===== src/rtl/wb_regfile_stage_if.sv =====
// WB slot, decode read ports and writeback/retire outputs of wb_regfile_stage.
// The stage drives through the slave modport. The pipeline, decode and hazard logic drive through master.
interface wb_regfile_stage_if;
  logic [31:0] wb_instruction_in;
  logic        wb_regWrite_in;
  logic        wb_NoWrite_in;
  logic        wb_MemRead_in;
  logic [31:0] wb_dataMem_in;
  logic [31:0] wb_ALUoutput_in;
  logic [4:0]  wb_writeReg_in;
  logic        wb_IF_Stall_in;
  logic [31:0] wb_PCounter_in;
  logic [4:0]  readReg1_in;
  logic [4:0]  readReg2_in;
  logic [31:0] readData1_out;
  logic [31:0] readData2_out;
  logic [31:0] writeData_out;
  logic        writeEn_out;
  logic [31:0] lastPC_out;

  modport slave (
    input  wb_instruction_in, wb_regWrite_in, wb_NoWrite_in, wb_MemRead_in,
           wb_dataMem_in, wb_ALUoutput_in, wb_writeReg_in, wb_IF_Stall_in,
           wb_PCounter_in, readReg1_in, readReg2_in,
    output readData1_out, readData2_out, writeData_out, writeEn_out, lastPC_out
  );

  modport master (
    output wb_instruction_in, wb_regWrite_in, wb_NoWrite_in, wb_MemRead_in,
           wb_dataMem_in, wb_ALUoutput_in, wb_writeReg_in, wb_IF_Stall_in,
           wb_PCounter_in, readReg1_in, readReg2_in,
    input  readData1_out, readData2_out, writeData_out, writeEn_out, lastPC_out
  );
endinterface


===== src/rtl/wb_regfile_stage.sv =====
// Writeback stage and 32x32 architectural register file with write-first bypassed read ports.
// Optional retire/stall counters are present when WB_PERF_CNT_EN is defined.
module wb_regfile_stage #(
  parameter logic [31:0] RESET_SP = 32'h0000_0000,
  parameter int          CNT_W    = 32
) (
  input logic               Clk,
  input logic               Reset_n,
  wb_regfile_stage_if.slave wb
`ifdef WB_PERF_CNT_EN
  ,
  output logic [CNT_W-1:0]  retireCount_out,
  output logic [CNT_W-1:0]  stallCount_out
`endif
);

  // There is no valid/ready handshake: the WB slot is consumed every cycle
  // and the stage never back-pressures the MEM/WB buffer.

  logic [31:0] gpr_q [0:31];
  logic [31:0] last_pc_q, last_pc_d;
  logic [31:0] write_data;
  logic        write_en;
  logic        retire;

  always_comb begin
    write_data = wb.wb_MemRead_in ? wb.wb_dataMem_in : wb.wb_ALUoutput_in;
    write_en   = wb.wb_regWrite_in & ~wb.wb_NoWrite_in & ~wb.wb_IF_Stall_in &
                 (wb.wb_writeReg_in != 5'd0);
    retire     = ~wb.wb_IF_Stall_in & (wb.wb_instruction_in != 32'd0);
  end

  assign wb.writeData_out = write_data;
  assign wb.writeEn_out   = write_en;

  // Bypass lets decode see the value being committed this cycle with no stall.
  always_comb begin
    wb.readData1_out = gpr_q[wb.readReg1_in];
    if (wb.readReg1_in == 5'd0) begin
      wb.readData1_out = 32'd0;
    end else if (write_en && (wb.readReg1_in == wb.wb_writeReg_in)) begin
      wb.readData1_out = write_data;
    end
  end

  always_comb begin
    wb.readData2_out = gpr_q[wb.readReg2_in];
    if (wb.readReg2_in == 5'd0) begin
      wb.readData2_out = 32'd0;
    end else if (write_en && (wb.readReg2_in == wb.wb_writeReg_in)) begin
      wb.readData2_out = write_data;
    end
  end

  // Register 0 is never written because write_en excludes index 0.
  always_ff @(posedge Clk or negedge Reset_n) begin
    if (!Reset_n) begin
      for (int i = 0; i < 32; i++) begin
        gpr_q[i] <= (i == 29) ? RESET_SP : 32'd0;
      end
    end else if (write_en) begin
      gpr_q[wb.wb_writeReg_in] <= write_data;
    end
  end

  always_comb begin
    last_pc_d = last_pc_q;
    if (retire) begin
      last_pc_d = wb.wb_PCounter_in;
    end
  end

  always_ff @(posedge Clk or negedge Reset_n) begin
    if (!Reset_n) begin
      last_pc_q <= 32'd0;
    end else begin
      last_pc_q <= last_pc_d;
    end
  end

  assign wb.lastPC_out = last_pc_q;

`ifdef WB_PERF_CNT_EN
  logic [CNT_W-1:0] retire_cnt_q, retire_cnt_d;
  logic [CNT_W-1:0] stall_cnt_q, stall_cnt_d;

  // Retire requires no stall, so at most one counter moves per cycle.
  always_comb begin
    retire_cnt_d = retire_cnt_q;
    stall_cnt_d  = stall_cnt_q;
    if (retire && (retire_cnt_q != '1)) begin
      retire_cnt_d = retire_cnt_q + CNT_W'(1);
    end
    if (wb.wb_IF_Stall_in && (stall_cnt_q != '1)) begin
      stall_cnt_d = stall_cnt_q + CNT_W'(1);
    end
  end

  always_ff @(posedge Clk or negedge Reset_n) begin
    if (!Reset_n) begin
      retire_cnt_q <= '0;
      stall_cnt_q  <= '0;
    end else begin
      retire_cnt_q <= retire_cnt_d;
      stall_cnt_q  <= stall_cnt_d;
    end
  end

  assign retireCount_out = retire_cnt_q;
  assign stallCount_out  = stall_cnt_q;
`else
  logic unused_cnt_w;
  assign unused_cnt_w = ^CNT_W;
`endif

endmodule


===== src/flat_wrapper.sv =====
// flat-port wrapper written by rule: the top's interface ports become plain ports
module wb_regfile_stage_flat 
#(
  parameter logic [31:0] RESET_SP = 32'h0000_0000,
  parameter int          CNT_W    = 32
)
  (Clk, Reset_n, wb_wb_instruction_in, wb_wb_regWrite_in, wb_wb_NoWrite_in, wb_wb_MemRead_in, wb_wb_dataMem_in, wb_wb_ALUoutput_in, wb_wb_writeReg_in, wb_wb_IF_Stall_in, wb_wb_PCounter_in, wb_readReg1_in, wb_readReg2_in, wb_readData1_out, wb_readData2_out, wb_writeData_out, wb_writeEn_out, wb_lastPC_out);
  wb_regfile_stage_if wb_i ();
  input logic Clk;
  input logic Reset_n;
  input wire logic [$bits(wb_i.wb_instruction_in)-1:0] wb_wb_instruction_in;
  input wire logic [$bits(wb_i.wb_regWrite_in)-1:0] wb_wb_regWrite_in;
  input wire logic [$bits(wb_i.wb_NoWrite_in)-1:0] wb_wb_NoWrite_in;
  input wire logic [$bits(wb_i.wb_MemRead_in)-1:0] wb_wb_MemRead_in;
  input wire logic [$bits(wb_i.wb_dataMem_in)-1:0] wb_wb_dataMem_in;
  input wire logic [$bits(wb_i.wb_ALUoutput_in)-1:0] wb_wb_ALUoutput_in;
  input wire logic [$bits(wb_i.wb_writeReg_in)-1:0] wb_wb_writeReg_in;
  input wire logic [$bits(wb_i.wb_IF_Stall_in)-1:0] wb_wb_IF_Stall_in;
  input wire logic [$bits(wb_i.wb_PCounter_in)-1:0] wb_wb_PCounter_in;
  input wire logic [$bits(wb_i.readReg1_in)-1:0] wb_readReg1_in;
  input wire logic [$bits(wb_i.readReg2_in)-1:0] wb_readReg2_in;
  output wire logic [$bits(wb_i.readData1_out)-1:0] wb_readData1_out;
  output wire logic [$bits(wb_i.readData2_out)-1:0] wb_readData2_out;
  output wire logic [$bits(wb_i.writeData_out)-1:0] wb_writeData_out;
  output wire logic [$bits(wb_i.writeEn_out)-1:0] wb_writeEn_out;
  output wire logic [$bits(wb_i.lastPC_out)-1:0] wb_lastPC_out;
  assign wb_i.wb_instruction_in = wb_wb_instruction_in;
  assign wb_i.wb_regWrite_in = wb_wb_regWrite_in;
  assign wb_i.wb_NoWrite_in = wb_wb_NoWrite_in;
  assign wb_i.wb_MemRead_in = wb_wb_MemRead_in;
  assign wb_i.wb_dataMem_in = wb_wb_dataMem_in;
  assign wb_i.wb_ALUoutput_in = wb_wb_ALUoutput_in;
  assign wb_i.wb_writeReg_in = wb_wb_writeReg_in;
  assign wb_i.wb_IF_Stall_in = wb_wb_IF_Stall_in;
  assign wb_i.wb_PCounter_in = wb_wb_PCounter_in;
  assign wb_i.readReg1_in = wb_readReg1_in;
  assign wb_i.readReg2_in = wb_readReg2_in;
  assign wb_readData1_out = wb_i.readData1_out;
  assign wb_readData2_out = wb_i.readData2_out;
  assign wb_writeData_out = wb_i.writeData_out;
  assign wb_writeEn_out = wb_i.writeEn_out;
  assign wb_lastPC_out = wb_i.lastPC_out;
  wb_regfile_stage #(.RESET_SP(RESET_SP), .CNT_W(CNT_W)) u_core (.Clk(Clk), .Reset_n(Reset_n), .wb(wb_i));
endmodule

===== config.mk =====
export PLATFORM = sky130hd
export DESIGN_NAME = wb_regfile_stage_flat
export DESIGN_NICKNAME = d
export VERILOG_FILES = /design/src/rtl/wb_regfile_stage_if.sv /design/src/rtl/wb_regfile_stage.sv /design/src/flat_wrapper.sv
export SDC_FILE = /design/constraint.sdc
export NUM_CORES = 2
export LEC_CHECK = 0
export BUFFER_PORTS_ARGS = -buffer_cell sky130_fd_sc_hd__buf_2
export CAP_MARGIN = 20
export CORE_MARGIN = 8
export CORE_UTILIZATION = 49
export CTS_BUF_LIST = sky130_fd_sc_hd__clkbuf_2
export CTS_CLUSTER_DIAMETER = 120
export CTS_CLUSTER_SIZE = 14
export DETAILED_ROUTE_END_ITERATION = 8
export HOLD_SLACK_MARGIN = 0.1
export PLACE_DENSITY = 0.7
export SETUP_SLACK_MARGIN = 0.15
export SLEW_MARGIN = 20
export SYNTH_ARGS = -nofsm -noshare
export SYNTH_HDL_FRONTEND = slang
export SYNTH_SLANG_ARGS = --single-unit

===== constraint.sdc =====
create_clock -name Clk -period 1.7 [get_ports Clk]
set_input_delay 0.085 -clock Clk [delete_from_list [all_inputs] [get_ports Clk]]
set_output_delay 0.085 -clock Clk [all_outputs]
set_load 0.01 [all_outputs]

==> metrics.md <==
| Metric | Value |
|---|---|
| H-tree depth | `3` |
| Ys Warns | `0` |
| Slew HR | `between 15 and 20%` |
| Initial antenna violation count | `6` |
| Leak | `about 32 nW` |
| RD Place Congestion | `0.938` |
| Synth Flop Type | `dfrtp_1` |
| Min Clock Period, post-route | `between 3000 and 4000 ps` |
| Post-synthesis average cell area | `around 11 sq um` |
| CTS Buf Count | `85` |
| Final total power | `53.7 mW` |
| Combinational power share | `a little over a quarter` |
| Crit start category | `flip-flop` |
| Violated checks | `hold timing, setup timing` |
| Gr usage total | `between 30% and 40%` |
| Cell Int Power | `roughly 36 mW` |
| Pre-CTS WS | `-1170 ps` |
| Clk sinks | `~1100` |
| TNS Setup | `-159560 ps` |
| Initial core utilization | `around half` |
| Core area | `approximately 0.11 sq mm` |
| Post-synth top area share | `47.5%` |
| Detailed Route Iter0 Violations | `roughly 6500` |
| Distinct cells, synth | `between 70 and 80` |
| Grt ovf | `0` |
| Status | `complete, but fails checks` |
| First-pass GRT wire length | `320000 um` |
| Layout Area Growth over Synthesis | `29.8%` |
| Period utilization | `204%` |
| Final hold violation count | `102` |
| Max-cap viol count | `0` |
| Clock skew | `0 ps` |
| Storage cell area | `between 0.02 and 0.03 sq mm` |
| # fillers | `approximately 8400` |
| Seq/Total Area, Yosys | `approximately 48%` |
| DP Area | `around 0.067 sq mm` |
| TritonCTS clock tree | `done` |
| Vias in the first global route | `around 50000` |
| Sw frac | `between 30 and 40%` |
| CP Data Required Time | `approximately 1600 ps` |
| Placed cell count | `about 7400` |
| Layout Utilization | `64.1%` |
| Fraction of layout cells with a size suffix above 1 | `between 30% and 40%` |
| Synth Cell Area | `about 0.056 sq mm` |
| Total wire length | `between 200000 and 250000 um` |
| Die Ht | `353 um` |
| Die width | `around 350 um` |
| Die outline area | `0.124 sq mm` |
| Cell count after synthesis | `5177` |
| Hold Path Class | `primary input to flip-flop` |
| Synth top area cells | `dfrtp_1 (48%), mux4_2 (15%), o21ai_0 (7.1%)` |
| Number of synthesized register bits | `roughly 1100` |
| Clock insertion delay at the later pin of the skew report | `between 1000 and 1500 ps` |
| WP data arrival | `~3400 ps` |
| Final hold slack | `-149 ps` |
| Switching Power | `17.2 mW` |
| First drt pass iteration count | `6` |
| Sequential cell fraction of total power | `54.4%` |
| Final instance area | `0.0722 sq mm` |
| CTS clk-pin slew, worst paths | `roughly 270 ps` |
| Pin count of the biggest net entering global routing | `between 100 and 150` |
| Clock power share | `between 10% and 20%` |
| Vias per inst | `~6.4` |
| Syn_nets | `roughly 5300` |
| Max Clock Freq | `roughly 290 MHz` |
| Synth async-reset ratio | `100%` |
| Tightest Pin Transition | `1240 ps` |
| Residual DRC count | `0` |
| DP HPWL | `141000 um` |
| Final worst slack | `-1770 ps` |
| Post-route ant nets | `0` |
| CP Capture Type | `output port` |
| Area leader, netlist | `dfrtp_1` |
| Clock Path Buffers | `3` |
| RSZ-0062 raised after global routing | `yes` |
| CTS Root Cell | `clkbuf_2` |
| I/O Buffers | `277` |
| Area of the multi-input gates | `roughly 0.029 sq mm` |
| Row count | `~120` |
| Number of flops mapped to enable cells by yosys | `0` |
| Peak VDD IR | `roughly 0.59 mV` |
| Final #Nets | `around 6400` |
| I/O pin total | `between 200 and 300` |
| WL/cell | `around 28 um` |
| Setup CP Type | `flip-flop to output port` |
| Routed via count | `approximately 50000` |
| Crit path max fanout | `2` |
| Non-filler cells, final | `a little under 8000` |
| Max-slew violation count | `0` |
| Final Setup Violations | `approximately 260` |
| Power Density | `approximately 740 mW/mm^2` |
==> layout by cell type, fill, tap and decap left out, types with 9 or more instances in the layout <==
cell	n
inv_1	33
a221oi_1	25
a211oi_2	27
buf_6	80
nand2b_4	9
a221oi_2	38
buf_2	238
o21ai_2	9
buf_12	194
a211o_1	19
mux2i_4	21
o22ai_1	21
o21ai_1	55
nor4_2	19
nor3_1	17
nor2b_1	45
nand2_2	26
o21ai_0	738
dlygate4sd3_1	228
a211oi_1	46
nor2_2	27
nor3_4	22
mux4_2	379
mux2i_2	23
nor4_1	36
mux2_2	88
o22ai_2	32
a21oi_1	225
a21oi_2	88
dfrtp_1	1056
nand2b_1	12
nand2_1	781
buf_4	821
a22oi_2	20
clkbuf_2	88
o32a_1	11
mux2i_1	187
o2bb2ai_1	21
nor2_1	295
==> cell usage after synthesis, types with 4 or more instances <==
master     count
nand2_2        5
a21oi_1      260
a221o_1        4
buf_2         96
o21ai_0      794
a221oi_1      64
a211o_1       19
a2111oi_0      5
buf_6         37
nand3b_1       4
and2_1         7
o311ai_0       5
nor3_1        44
nor4_1        60
nor2b_1       48
mux2i_1      231
nor2_1       328
nor3b_1        9
o22ai_1       59
nand4_1        6
o21ai_1        9
clkbuf_1     364
xnor2_1        6
o2bb2ai_1     21
nand2_1      802
nand3_1        6
a22oi_1       21
o32a_1        11
and3_1         4
o211ai_1       7
mux4_1         7
a21oi_2       56
dfrtp_1     1056
mux2_2        92
o221ai_1       6
xor2_1         4
mux4_2       376
buf_8          9
buf_4         43
or2_2          4
a211oi_1      79
inv_1         35
buf_1          7
nand2b_1      24
==> final cells by class <==
class,instances,area share (%)
multi-input combinational,3526,39.5
sequential,1056,36.6
timing repair buffer,1580,20.3
tap,1500,2.60
clock buffer,86,0.597
inverter,36,0.187
clock inverter,6,0.0798
antenna,8,0.0277
==> kinds of logic after synthesis <==
family                    synth area share (%)
muxes                                     21.6
xor gates and xnor gates                 0.158
AOI/OAI and AO/OA                         15.1
and+or+nand+nor                           10.3
DFF                                       47.5
buffers and inverters                     5.27
==> worst max-delay path, cell delays in order, from the launching register on <==
cell      delay [ps]
dfrtp_1          460
buf_6            120
mux4_2           460
o22ai_1          160
nor4_1            80
buf_4            160
nor3_4           310
a211oi_2          50
buf_2            160
==> metal layers <==
layer | GRT usage [%] | vias to the layer above | wire length [um]
met3 | 10.3 | 765 | 26800
met1 | 43.3 | 24900 | 79200
met2 | 50.5 | 3347 | 96200
met5 | 0 | - | 0
li1 | - | 21000 | -
met4 | 17.8 | 0 | 13100
==> state kept, by name (all words and copies together), names as in the netlist <==
name	count
u_core.wb.lastPC_out	32
u_core.gpr_q	1024
==> power groups by stage <==
stage	Combinational (mW)	Sequential (mW)	Clock, mW
floorplan	6.92	29.2	0
global placement	12.4	29.4	0
detailed placement	12.8	29.5	0
CTS	14.0	29.1	9.87
global route	15.7	29.5	10.7
finish	14.7	29.2	9.77
==> final timing paths <==
path | depth (start not counted) | slack (ps) | start | to
worst max register to register | 3 | 170 | u_core.wb.lastPC_out[29]$_DFFE_PN0P_ | u_core.wb.lastPC_out[29]$_DFFE_PN0P_
max in group asynchronous | 7 | 520 | Reset_n | u_core.gpr_q[870]$_DFFE_PN0P_
worst max-delay path | 8 | -1770 | u_core.gpr_q[672]$_DFFE_PN0P_ | wb_readData2_out[0]
worst min-delay path | 8 | -150 | wb_wb_NoWrite_in | u_core.gpr_q[227]$_DFFE_PN0P_
worst min register to register | 0 | 440 | u_core.gpr_q[1021]$_DFFE_PN0P_ | u_core.gpr_q[1021]$_DFFE_PN0P_
min in group asynchronous | 5 | 240 | Reset_n | u_core.gpr_q[990]$_DFFE_PN0P_
==> timing repair <==
item / in CTS / in global routing
buffers inserted: 34 / 48
pin swaps: 95 / 57
resized for setup: 243 / 149
gates cloned: 0 / 1
hold buffers: 236 / 29
setup endpoints to repair: 96 / 753
hold endpoints to repair: 2080 / 825
Power figures use the tool's default switching activity.
